### src/rtl/calc_seq_ctrl.sv
// -----------------------------------------------------------------------------
// calc_seq_ctrl
//   Sequencer for a small register-file calculator datapath. A command is
//   accepted from IDLE on Go. It may first load two external operands into the
//   register file, then reads both sources, executes the ALU op and writes the
//   result to the destination register. Illegal op codes divert to an error
//   state that raises a sticky Err flag instead of writing anything.
//
// Ports
//   CLK, RST_n        rising-edge clock, asynchronous active-low reset
//   Go                start request, sampled only in IDLE
//   Op                ALU op code, captured on acceptance
//   Load              1 = load two external operands before executing
//   SrcA, SrcB, Dst   operand / destination addresses, captured on acceptance
//   CS_out            current state code
//   s1                write-data mux select (00 ALU, 11 input 1, 10 input 2)
//   WA, WE            register-file write address / enable
//   RAA, RAB          register-file read addresses
//   REA, REB          register-file read enables
//   c                 ALU function select
//   s2                output mux (0 display register, 1 ALU path)
//   Busy              high whenever not in IDLE
//   Done_out          one-cycle completion pulse
//   Err               sticky illegal-op flag, cleared on the next acceptance
// -----------------------------------------------------------------------------
module calc_seq_ctrl #(
    parameter int AW      = 2,
    parameter int NUM_OPS = 6
) (
    input  logic          CLK,
    input  logic          RST_n,
    input  logic          Go,
    input  logic [2:0]    Op,
    input  logic          Load,
    input  logic [AW-1:0] SrcA,
    input  logic [AW-1:0] SrcB,
    input  logic [AW-1:0] Dst,
    output logic [3:0]    CS_out,
    output logic [1:0]    s1,
    output logic [AW-1:0] WA,
    output logic          WE,
    output logic [AW-1:0] RAA,
    output logic [AW-1:0] RAB,
    output logic          REA,
    output logic          REB,
    output logic [2:0]    c,
    output logic          s2,
    output logic          Busy,
    output logic          Done_out,
    output logic          Err
);

    typedef enum logic [3:0] {
        S_IDLE  = 4'd0,
        S_LOAD1 = 4'd1,
        S_LOAD2 = 4'd2,
        S_WAIT  = 4'd3,
        S_EXEC  = 4'd4,
        S_DONE  = 4'd5,
        S_ERR   = 4'd6
    } state_t;

    localparam logic [3:0] NUM_OPS_L = 4'(NUM_OPS);

    state_t        state_q, state_d;
    logic [2:0]    op_q;
    logic [AW-1:0] src_a_q, src_b_q, dst_q;
    logic          load_q;
    logic          op_legal;
    logic          accept;

    assign accept   = (state_q == S_IDLE) && Go;
    assign op_legal = ({1'b0, op_q} < NUM_OPS_L);

    // State register and command capture. The state register carries the
    // asynchronous reset so every Moore output drops to its IDLE value (WE=0
    // in particular) the moment RST_n falls, without waiting for CLK.
    // NOTE: sequential state is assigned with <= so every flop samples the
    // pre-edge value of its neighbours; blocking here would chain them.
    always_ff @(posedge CLK or negedge RST_n) begin
        if (!RST_n) begin
            state_q <= S_IDLE;
            op_q    <= '0;
            src_a_q <= '0;
            src_b_q <= '0;
            dst_q   <= '0;
            load_q  <= 1'b0;
        end else begin
            state_q <= state_d;
            if (accept) begin
                op_q    <= Op;
                src_a_q <= SrcA;
                src_b_q <= SrcB;
                dst_q   <= Dst;
                load_q  <= Load;
            end
        end
    end

    // Err is the only registered output: set while leaving WAIT on an illegal
    // op, held through ERR and IDLE, and cleared by the next accepted Go.
    always_ff @(posedge CLK or negedge RST_n) begin
        if (!RST_n) begin
            Err <= 1'b0;
        end else if (accept) begin
            Err <= 1'b0;
        end else if (state_q == S_WAIT && !op_legal) begin
            Err <= 1'b1;
        end
    end

    // Next-state and Moore output decode.
    // NOTE: every signal gets its IDLE value before the case statement, so no
    // path through the block leaves one unassigned and no latch is inferred.
    always_comb begin
        state_d  = state_q;
        s1       = 2'b00;
        WA       = dst_q;
        WE       = 1'b0;
        RAA      = dst_q;
        RAB      = dst_q;
        REA      = 1'b1;
        REB      = 1'b1;
        c        = 3'b000;
        s2       = 1'b0;
        Done_out = 1'b0;

        case (state_q)
            S_IDLE: begin
                if (Go) state_d = Load ? S_LOAD1 : S_WAIT;
            end
            S_LOAD1: begin
                WE = 1'b1;
                s1 = 2'b11;
                WA = src_a_q;
                // LOAD1 is only entered with load_q set; the guard keeps the
                // captured flag consistent with the path actually taken.
                state_d = load_q ? S_LOAD2 : S_IDLE;
            end
            S_LOAD2: begin
                WE      = 1'b1;
                s1      = 2'b10;
                WA      = src_b_q;
                state_d = S_WAIT;
            end
            S_WAIT: begin
                RAA     = src_a_q;
                RAB     = src_b_q;
                s2      = 1'b1;
                state_d = op_legal ? S_EXEC : S_ERR;
            end
            S_EXEC: begin
                WE      = 1'b1;
                s1      = 2'b00;
                WA      = dst_q;
                RAA     = src_a_q;
                RAB     = src_b_q;
                c       = op_q;
                s2      = 1'b1;
                state_d = S_DONE;
            end
            S_DONE: begin
                Done_out = 1'b1;
                state_d  = S_IDLE;
            end
            S_ERR: begin
                state_d = S_IDLE;
            end
            // Unused codes 7..15 fall back to IDLE on the next edge.
            default: begin
                state_d = S_IDLE;
            end
        endcase
    end

    assign CS_out = state_q;
    assign Busy   = (state_q != S_IDLE);

endmodule

### config.mk
export PLATFORM = sky130hd
export DESIGN_NAME = calc_seq_ctrl
export DESIGN_NICKNAME = d
export VERILOG_FILES = /design/src/rtl/calc_seq_ctrl.sv
export SDC_FILE = /design/constraint.sdc
export NUM_CORES = 1
export LEC_CHECK = 0
export BUFFER_PORTS_ARGS = -buffer_cell sky130_fd_sc_hd__buf_2
export CELL_PAD_IN_SITES_DETAIL_PLACEMENT = 0
export CELL_PAD_IN_SITES_GLOBAL_PLACEMENT = 1
export CORE_UTILIZATION = 30
export DETAILED_ROUTE_END_ITERATION = 8
export GPL_TIMING_DRIVEN = 0
export PLACE_DENSITY = 0.82
export SETUP_SLACK_MARGIN = 0.5
export SYNTH_ARGS = -nofsm -noshare
export SYNTH_HDL_FRONTEND = slang
export SYNTH_SLANG_ARGS = --single-unit
### constraint.sdc
create_clock -name CLK -period 1.5 [get_ports CLK]
set_clock_uncertainty 0.2 [all_clocks]
set_input_delay 0.075 -clock CLK [delete_from_list [all_inputs] [get_ports CLK]]
set_output_delay 0.075 -clock CLK [all_outputs]
set_load 0.005 [all_outputs]
==> flow_metrics.env, run 1 <==
export IMPL_share_seq_of_total_power=0.229
export IMPL_timing_final_crit_period_ps=1880
export IMPL_hold_worst_slack_ps=-149
export IMPL_avgRoutedWirePerCell_um=16.3
export IMPL_netlist_area_sq_um=796
export IMPL_leakagePower_nw=0.746
export IMPL_gp_congestion=0.730
export IMPL_clk_root_buf="clkbuf_4"
export IMPL_mostFrequentLayoutCells="buf_2, buf_6, dfrtp_1, buf_4, dlygate4sd3_1"
export IMPL_antenna_diode_count=0
export IMPL_finalSetupViolCount=26
export IMPL_globalRouteTotalUtil=0.170
export IMPL_first_pass_iters=4
export IMPL_clock_slew_at_the_register_clock_pins_of_the_worst_setup_and_hold_paths_ps=80
export IMPL_rows=18
export IMPL_route_vias_total=795
export IMPL_post_place_ws_ps=-212
export IMPL_tritoncts_clock_tree="yes"
export IMPL_synth_yosys_warnings=0
export IMPL_comb_power_share=0.688
export IMPL_grt_setup_unrepaired="true"
export IMPL_cap_violations=0
export IMPL_worst_endpoint_arrival_ps=1600
export IMPL_holdCritPathClass="in2reg"
export IMPL_critical_path_class="reg2out"
export IMPL_violated_checks="negative hold slack, negative setup slack"
export IMPL_ctsHtreeMaxLevel=1
export IMPL_ir_drop_mv=1.45
export IMPL_final_hold_viol_count=2
export IMPL_largest_net_degree_at_the_start_of_global_routing=15
export IMPL_finalNetCount=148
export IMPL_clock_insertion_delay_worst_skew_ps=280
export IMPL_clock_fmax_ghz=0.533
export IMPL_dieArea_sq_um=2860
export IMPL_cp_required_ps=1220
export IMPL_share_clk_of_total_power=0.083
export IMPL_drive_above_1_share=0.731
export IMPL_layout_area_seq_sq_um=353
export IMPL_pin_count=35
export IMPL_period_share=1.25
export IMPL_post_dp_cell_area_sq_um=1010
export IMPL_multi_input_logic_area_sq_um=477
export IMPL_syn_instance_count=63
export IMPL_internal_power_mw=2.18
export IMPL_initial_core_util=0.318
export IMPL_final_antenna_net_count=0
export IMPL_drt_initial_drc_count=9
export IMPL_port_buffers=31
export IMPL_critical_path_max_fanout=6
export IMPL_core_area_sq_um=2500
export IMPL_viasPerCell=4.85
export IMPL_netlist_cell_type_count=27
export IMPL_worst_slack_ps=-378
export IMPL_status="finished with violations"
export IMPL_grt_antenna_before_repair=0
export IMPL_cts_sinks=14
export IMPL_globalRouteOverflowTotal=0
export IMPL_number_of_global_route_vias_before_repair=754
export IMPL_slew_viol_final=0
export IMPL_synth_sequential_area_ratio=0.440
export IMPL_end_kind="primary output"
export IMPL_totalNegativeSetupSlack_ps=-7290
export IMPL_drc_errors=0
export IMPL_power_density_nw_per_um2=2170
export IMPL_fillCellCount=200
export IMPL_most_frequent_standard_cell_in_the_layout_excluding_fill_and_tap_cells="buf_2"
export IMPL_place_hpwl_um=1320
export IMPL_critical_path_startpoint_type="flip-flop"
export IMPL_switching_share=0.346
export IMPL_design_power_total_mw=3.33
export IMPL_syn_area_per_cell_sq_um=12.6
export IMPL_p_switching_mw=1.15
export IMPL_design_area_sq_um=1540
export IMPL_maximum_buffer_depth_of_the_clock_tree=2
export IMPL_floorplan_die_width_um=53.5
export IMPL_tritoncts_num_buffers=3
export IMPL_wl_um=2680
export IMPL_grt_pass1_wl_um=3420
export IMPL_ys_seq_elements=14
export IMPL_layout_area_overhead_pct=92.9
export IMPL_dieHeight_um=53.5
worst max-delay path, stage by stage (launching register included):
cell and delay (ps):
dfrtp_2 470, and3b_2 260, a21o_4 210, mux2_2 260, buf_2 120
path summary, 6_finish.rpt:
path,start,end,slack [ps],cells past startpoint
max in group asynchronous,RST_n,CS_out[0],790,2
worst max-delay path,CS_out[0],RAB[1],-380,4
worst min-delay path,Load,load_q,-150,2
min in group asynchronous,RST_n,src_b_q[1],30,2
worst min register to register,load_q,load_q,340,1
worst max register to register,CS_out[0],src_a_q[0],-340,6
synth_stat cells:
| cell | instances | share of area |
|---|---|---|
| dfrtp_1 | 14 | 0.44 |
| mux2_4 | 9 | 0.17 |
| mux2_2 | 5 | 0.071 |
| and3_1 | 3 | 0.024 |
| buf_4 | 3 | 0.028 |
| nor2_1 | 3 | 0.014 |
| a21o_2 | 2 | 0.022 |
| a2bb2oi_1 | 2 | 0.022 |
| conb_1 | 2 | 0.0094 |
| nand3b_1 | 2 | 0.019 |
| o22ai_1 | 2 | 0.016 |
| a211oi_1 | 1 | 0.0094 |
| a21o_1 | 1 | 0.0094 |
| a21oi_4 | 1 | 0.020 |
| a31oi_1 | 1 | 0.0079 |
| a41oi_1 | 1 | 0.011 |
| and3_4 | 1 | 0.014 |
| and3b_2 | 1 | 0.013 |
| buf_1 | 1 | 0.0047 |
| buf_6 | 1 | 0.014 |
| inv_1 | 1 | 0.0047 |
| nand2_1 | 1 | 0.0047 |
| nand4_1 | 1 | 0.0079 |
| nor2_4 | 1 | 0.014 |
| nor3_1 | 1 | 0.0063 |
| or2b_1 | 1 | 0.0094 |
| or2b_4 | 1 | 0.014 |
layer usage:
layer	vias up	wire [um]	GRT usage
li1	366	-	-
met1	387	1030	0.210
met2	38	1460	0.290
met3	4	171	0.0402
met4	0	19	0.0526
met5	-	0	0
cells by family (layout without fill, tap and decap cells):
family / after synthesis / count (layout) / synth area share
AOI/OAI and AO/OA: 11 / 11 / 0.118
other: 2 / 3 / 0.00944
muxes: 14 / 14 / 0.241
and+or+nand+nor: 16 / 16 / 0.140
buffers and inverters: 6 / 76 / 0.0519
DFF: 14 / 14 / 0.440
registers in the layout, summed over array words and instances (netlist names):
| name | flops |
|---|---|
| CS_out | 3 |
| Err | 1 |
| dst_q | 2 |
| load_q | 1 |
| op_q | 3 |
| src_a_q | 2 |
| src_b_q | 2 |
per-stage QoR:
stage,hold slack (ps),instances,util
after global routing,-156,164,0.614
after floorplan,-421,64,-
after global placement,-216,125,0.406
final,-149,164,0.614
after CTS,-173,155,0.544
after detailed placement,-209,125,0.406
power groups by stage:
stage	Combinational, mW	Sequential, mW	Clock (mW)
CTS	1.88	0.753	0.277
global placement	1.25	0.759	0
floorplan	0.889	0.717	0
detailed placement	1.27	0.771	0
global route	2.41	0.789	0.302
finish	2.29	0.762	0.275
area by class of cell:
| cell class | instances | area share |
|---|---|---|
| plain buffers | 5 | 0.0407 |
| clock buffers | 4 | 0.0236 |
| inverters | 1 | 0.00489 |
| multi-input cells | 44 | 0.311 |
| flip-flops and latches | 14 | 0.230 |
| well taps | 30 | 0.0244 |
| repair buffers | 66 | 0.366 |
timing repair:
action / CTS / global route
gates resized for setup: 16 / 21
endpoints found under the setup margin: 33 / 33
pin swaps: 3 / 3
setup buffers: 18 / 5
hold buffers: 7 / 4
cloned: 1 / 0
endpoints found under the hold margin: 26 / 6
(Power assumes the default switching activity.)
==> inputs of run 2 (changes only) <==
--- a/constraint.sdc
+++ b/constraint.sdc
@@ -4,2 +4,2 @@
 set_output_delay 0.075 -clock CLK [all_outputs]
-set_load 0.005 [all_outputs]
+set_load 0.1 [all_outputs]
==> flow_metrics.env, run 2 (same netlist as run 1, synthesis figures left out) <==
export IMPL_status="finished with violations"
export IMPL_violated_checks="negative hold slack, negative setup slack"
export IMPL_drt_initial_drc_count=10
export IMPL_critical_path_startpoint_type="flip-flop"
export IMPL_largest_net_degree_at_the_start_of_global_routing=15
export IMPL_design_area_sq_um=1690
export IMPL_rows=18
export IMPL_final_antenna_net_count=0
export IMPL_most_frequent_standard_cell_in_the_layout_excluding_fill_and_tap_cells="buf_12"
export IMPL_clock_slew_at_the_register_clock_pins_of_the_worst_setup_and_hold_paths_ps=100
export IMPL_maximum_buffer_depth_of_the_clock_tree=2
export IMPL_place_hpwl_um=1320
export IMPL_timing_final_crit_period_ps=2030
export IMPL_final_cells=154
export IMPL_globalRouteTotalUtil=0.177
export IMPL_cts_sinks=14
export IMPL_tritoncts_num_buffers=3
export IMPL_viasPerCell=5.15
export IMPL_routed_top_layer="met4"
export IMPL_worst_r2r_startpoint="CS_out[0]"
export IMPL_slew_viol_final=0
export IMPL_crit_reg2reg_capture="src_a_q[1]"
export IMPL_drive_above_1_share=0.750
export IMPL_placed_cells_incl_taps=125
export IMPL_worst_slack_ps=-533
export IMPL_worst_endpoint_arrival_ps=1760
export IMPL_met2RoutedLength_um=1460
export IMPL_grt_setup_unrepaired="true"
export IMPL_avgRoutedWirePerCell_um=17.3
export IMPL_dieArea_sq_um=2860
export IMPL_critical_path_max_fanout=5
export IMPL_critical_path_buf_inv_count=1
export IMPL_pin_count=35
export IMPL_clock_fmax_ghz=0.492
export IMPL_worst_hold_start="SrcB[1]"
export IMPL_final_hold_viol_count=5
export IMPL_capture_point_of_the_worst_path="WA[1]"
export IMPL_wl_met3_um=71
export IMPL_gp_congestion=0.764
export IMPL_layout_area_overhead_pct=112
export IMPL_number_of_global_route_vias_before_repair=681
export IMPL_crit_path_max_incr_delay_ps=520
export IMPL_ff2ff_setup_slack_ps=-380
export IMPL_reg2regPathDepth=5
export IMPL_critPathTopFamily="flip-flops"
export IMPL_floorplan_die_width_um=53.5
export IMPL_ctsHtreeMaxLevel=1
export IMPL_utilization=0.674
export IMPL_cap_violations=0
export IMPL_first_pass_iters=4
export IMPL_grt_pass1_wl_um=3400
export IMPL_tritoncts_clock_tree="yes"
export IMPL_end_kind="primary output"
export IMPL_grt_antenna_before_repair=0
export IMPL_worst_setup_path_startpoint="CS_out[0]"
export IMPL_wl_um=2670
export IMPL_period_share=1.36
export IMPL_route_vias_total=793
export IMPL_core_area_sq_um=2500
export IMPL_hold_worst_slack_ps=-169
export IMPL_worstPathCellList="or2b_1, a21oi_4, a2bb2oi_4, buf_12"
export IMPL_drc_errors=0
export IMPL_finalSetupViolCount=27
export IMPL_critPathSlowestCell="dfrtp_4"
export IMPL_worstSetupPathDepth=4
export IMPL_met1Wirelength_um=1110
export IMPL_clock_insertion_delay_worst_skew_ps=280
export IMPL_critical_path_class="reg2out"
export IMPL_initial_core_util=0.318
export IMPL_cp_required_ps=1220
export IMPL_antenna_diode_count=0
export IMPL_globalRouteOverflowTotal=0
export IMPL_clk_root_buf="clkbuf_4"
export IMPL_port_buffers=31
export IMPL_post_dp_cell_area_sq_um=1110
export IMPL_holdCritPathClass="in2reg"
export IMPL_mostFrequentLayoutCells="buf_12, mux2_4, buf_2, buf_6, dfrtp_1"
export IMPL_dieHeight_um=53.5
export IMPL_finalNetCount=138
run 2: final cells by class:
cell class | instances | area, sq um
fillers | 154 | 815
repair buffers | 56 | 683
multi-input cells | 44 | 514
flip-flops and latches | 14 | 363
plain buffers | 5 | 53.8
well taps | 30 | 37.5
clock buffers | 4 | 26.3
inverters | 1 | 7.51
run 2: stage by stage:
step / TNS, ps / worst slack (ps)
final: -10260 / -533
after global routing: -11400 / -610
after CTS: -8850 / -513
after detailed placement: -7090 / -442
after global placement: -7210 / -453
after floorplan: -10590 / -1020
run 2: worst reg2reg max path, stage by stage (launching register included):
cell       delay (ps)
dfrtp_4           520
nor2_4            200
buf_6             140
and3_4            240
clkbuf_16         170
mux2_4            290
run 2: routing by layer:
metal / track usage / vias up
met1: 0.218 / 422
met5: 0 / -
met2: 0.288 / 19
met3: 0.0287 / 2
li1: - / 350
met4: 0.101 / 0
run 2: how the worst min path moves through the flow:
stage            endpoint  slack (ps)  cells after the start
6_report       src_b_q[1]        -170                      2
5_1_grt        src_b_q[1]        -170                      2
4_1_cts        src_a_q[1]        -170                      2
3_5_place_dp      op_q[2]        -210                      1
3_3_place_gp      op_q[2]        -220                      1
2_1_floorplan         Err        -420                      0
run 2: what timing repair did:
item	4_1_cts	5_1_grt
hold buffers	5	3
pin swaps	5	2
endpoints found under the setup margin	33	33
buffers inserted	8	8
gates cloned	0	1
resized for setup	76	10
endpoints found under the hold margin	26	8
Power of run 2 is left out: the tool's default activity adds up to more than one toggle a clock period on the data nets, which glitch-free logic cannot reach.
==> inputs of run 3 (changes only) <==
- CORE_UTILIZATION: 30 -> 31
- CTS_BUF_LIST: unset -> sky130_fd_sc_hd__clkbuf_16
- PLACE_DENSITY: 0.82 -> 0.84
==> flow_metrics.env, run 3 (same netlist as run 1, synthesis figures left out) <==
export IMPL_cts_hold_buffers=1
export IMPL_globalRouteTotalUtil=0.243
export IMPL_viasPerCell=5.33
export IMPL_period_share=1.34
export IMPL_worst_slack_ps=-504
export IMPL_post_place_ws_ps=-454
export IMPL_worstSetupPathDepth=4
export IMPL_most_frequent_standard_cell_in_the_layout_excluding_fill_and_tap_cells="buf_12"
export IMPL_antenna_diode_count=0
export IMPL_clock_insertion_delay_worst_skew_ps=250
export IMPL_worstPathCellList="and3b_2, a21o_4, mux2_4, buf_12"
export IMPL_finalNetCount=138
export IMPL_layout_area_overhead_pct=128
export IMPL_globalRouteOverflowTotal=0
export IMPL_dieArea_sq_um=2770
export IMPL_port_buffers=31
export IMPL_critical_path_max_fanout=5
export IMPL_initial_core_util=0.343
export IMPL_wl_met3_um=178
export IMPL_avgRoutedWirePerCell_um=22.9
export IMPL_place_hpwl_um=1310
export IMPL_drt_initial_drc_count=7
export IMPL_dieHeight_um=52.7
export IMPL_routed_top_layer="met4"
export IMPL_largest_net_degree_at_the_start_of_global_routing=15
export IMPL_drc_errors=0
export IMPL_ctsHtreeMaxLevel=1
export IMPL_grt_setup_unrepaired="true"
export IMPL_floorplan_die_width_um=52.7
export IMPL_critical_path_class="reg2out"
export IMPL_pin_count=35
export IMPL_clk_root_buf="clkbuf_16"
export IMPL_maximum_buffer_depth_of_the_clock_tree=2
export IMPL_final_antenna_net_count=0
export IMPL_timing_final_crit_period_ps=2000
export IMPL_grt_pass1_wl_um=4610
export IMPL_rows=17
export IMPL_critical_path_startpoint_type="flip-flop"
export IMPL_critical_path_buf_inv_count=1
export IMPL_critPathSlowestCell="dfrtp_4"
export IMPL_clock_fmax_ghz=0.499
export IMPL_violated_checks="negative hold slack, negative setup slack"
export IMPL_critPathTopFamily="flip-flops"
export IMPL_holdCritPathClass="in2reg"
export IMPL_reg2regPathDepth=6
export IMPL_tritoncts_num_buffers=3
export IMPL_tritoncts_clock_tree="yes"
export IMPL_clock_slew_at_the_register_clock_pins_of_the_worst_setup_and_hold_paths_ps=50
export IMPL_first_pass_iters=4
export IMPL_core_area_sq_um=2320
export IMPL_cts_sinks=14
export IMPL_number_of_global_route_vias_before_repair=839
export IMPL_finalSetupViolCount=29
export IMPL_crit_path_max_incr_delay_ps=520
export IMPL_cap_violations=0
export IMPL_totalNegativeSetupSlack_ps=-9750
export IMPL_route_vias_total=810
export IMPL_grt_antenna_before_repair=0
export IMPL_utilization=0.782
export IMPL_multi_input_logic_area_sq_um=544
export IMPL_drive_above_1_share=0.831
export IMPL_met1Wirelength_um=1370
export IMPL_mostFrequentLayoutCells="buf_12, buf_6, mux2_4, buf_2, dfrtp_1"
export IMPL_slew_viol_final=0
export IMPL_worst_endpoint_arrival_ps=1730
export IMPL_end_kind="primary output"
export IMPL_fillCellCount=114
export IMPL_met2RoutedLength_um=1850
export IMPL_min_delay_path_depth=2
export IMPL_wl_um=3470
export IMPL_final_hold_viol_count=11
export IMPL_layout_area_seq_sq_um=363
export IMPL_status="finished with violations"
export IMPL_gp_congestion=0.669
export IMPL_cp_required_ps=1220
export IMPL_hold_worst_slack_ps=-145
-- run 3: cell count changes in the layout (fill, tap and decap cells not counted), sizes merged --
cell,previous run,this run
clkbuf,5,3
dlygate4sd3,8,1
buf,52,60
clkinv,0,1
-- run 3: through the flow --
stage / hold WS (ps) / instances / cell area, sq um
finish: -145 / 152 / 1810
global route: -146 / 152 / 1810
CTS: -140 / 144 / 1690
detailed placement: -206 / 123 / 1110
global placement: -207 / 123 / 1110
floorplan: -421 / 64 / 916
-- run 3: cell type report --
| class | instances | area share |
|---|---|---|
| Buffer | 5 | 0.0317 |
| Multi-Input combinational cell | 44 | 0.300 |
| Timing Repair Buffer | 56 | 0.401 |
| Clock inverter | 1 | 0.00207 |
| Inverter | 1 | 0.00414 |
| Clock buffer | 3 | 0.0414 |
| Sequential cell | 14 | 0.200 |
| Tap cell | 28 | 0.0193 |
-- run 3: worst paths after layout --
kind | startpoint | to | slack (ps)
setup / recovery | CS_out[0] | RAB[1] | -500
hold / removal | SrcA[1] | src_a_q[1] | -150
setup reg to reg | CS_out[0] | src_b_q[0] | -390
hold reg to reg | op_q[0] | op_q[0] | 360
max in group asynchronous | RST_n | CS_out[0] | 720
min in group asynchronous | RST_n | src_a_q[1] | 100
-- run 3: timing repair --
action / CTS / global route
pin swaps: 7 / 6
endpoints found under the hold margin: 26 / 10
resized for setup: 91 / 14
gates cloned: 1 / 0
endpoints found under the setup margin: 33 / 33
buffers inserted: 15 / 8
-- run 3: metal layers --
| metal | global-route usage | vias to the layer above |
|---|---|---|
| li1 | - | 347 |
| met1 | 0.308 | 413 |
| met2 | 0.397 | 42 |
| met3 | 0.0551 | 8 |
| met4 | 0.0921 | 0 |
| met5 | 0 | - |
Power of run 3 is left out for the same reason.
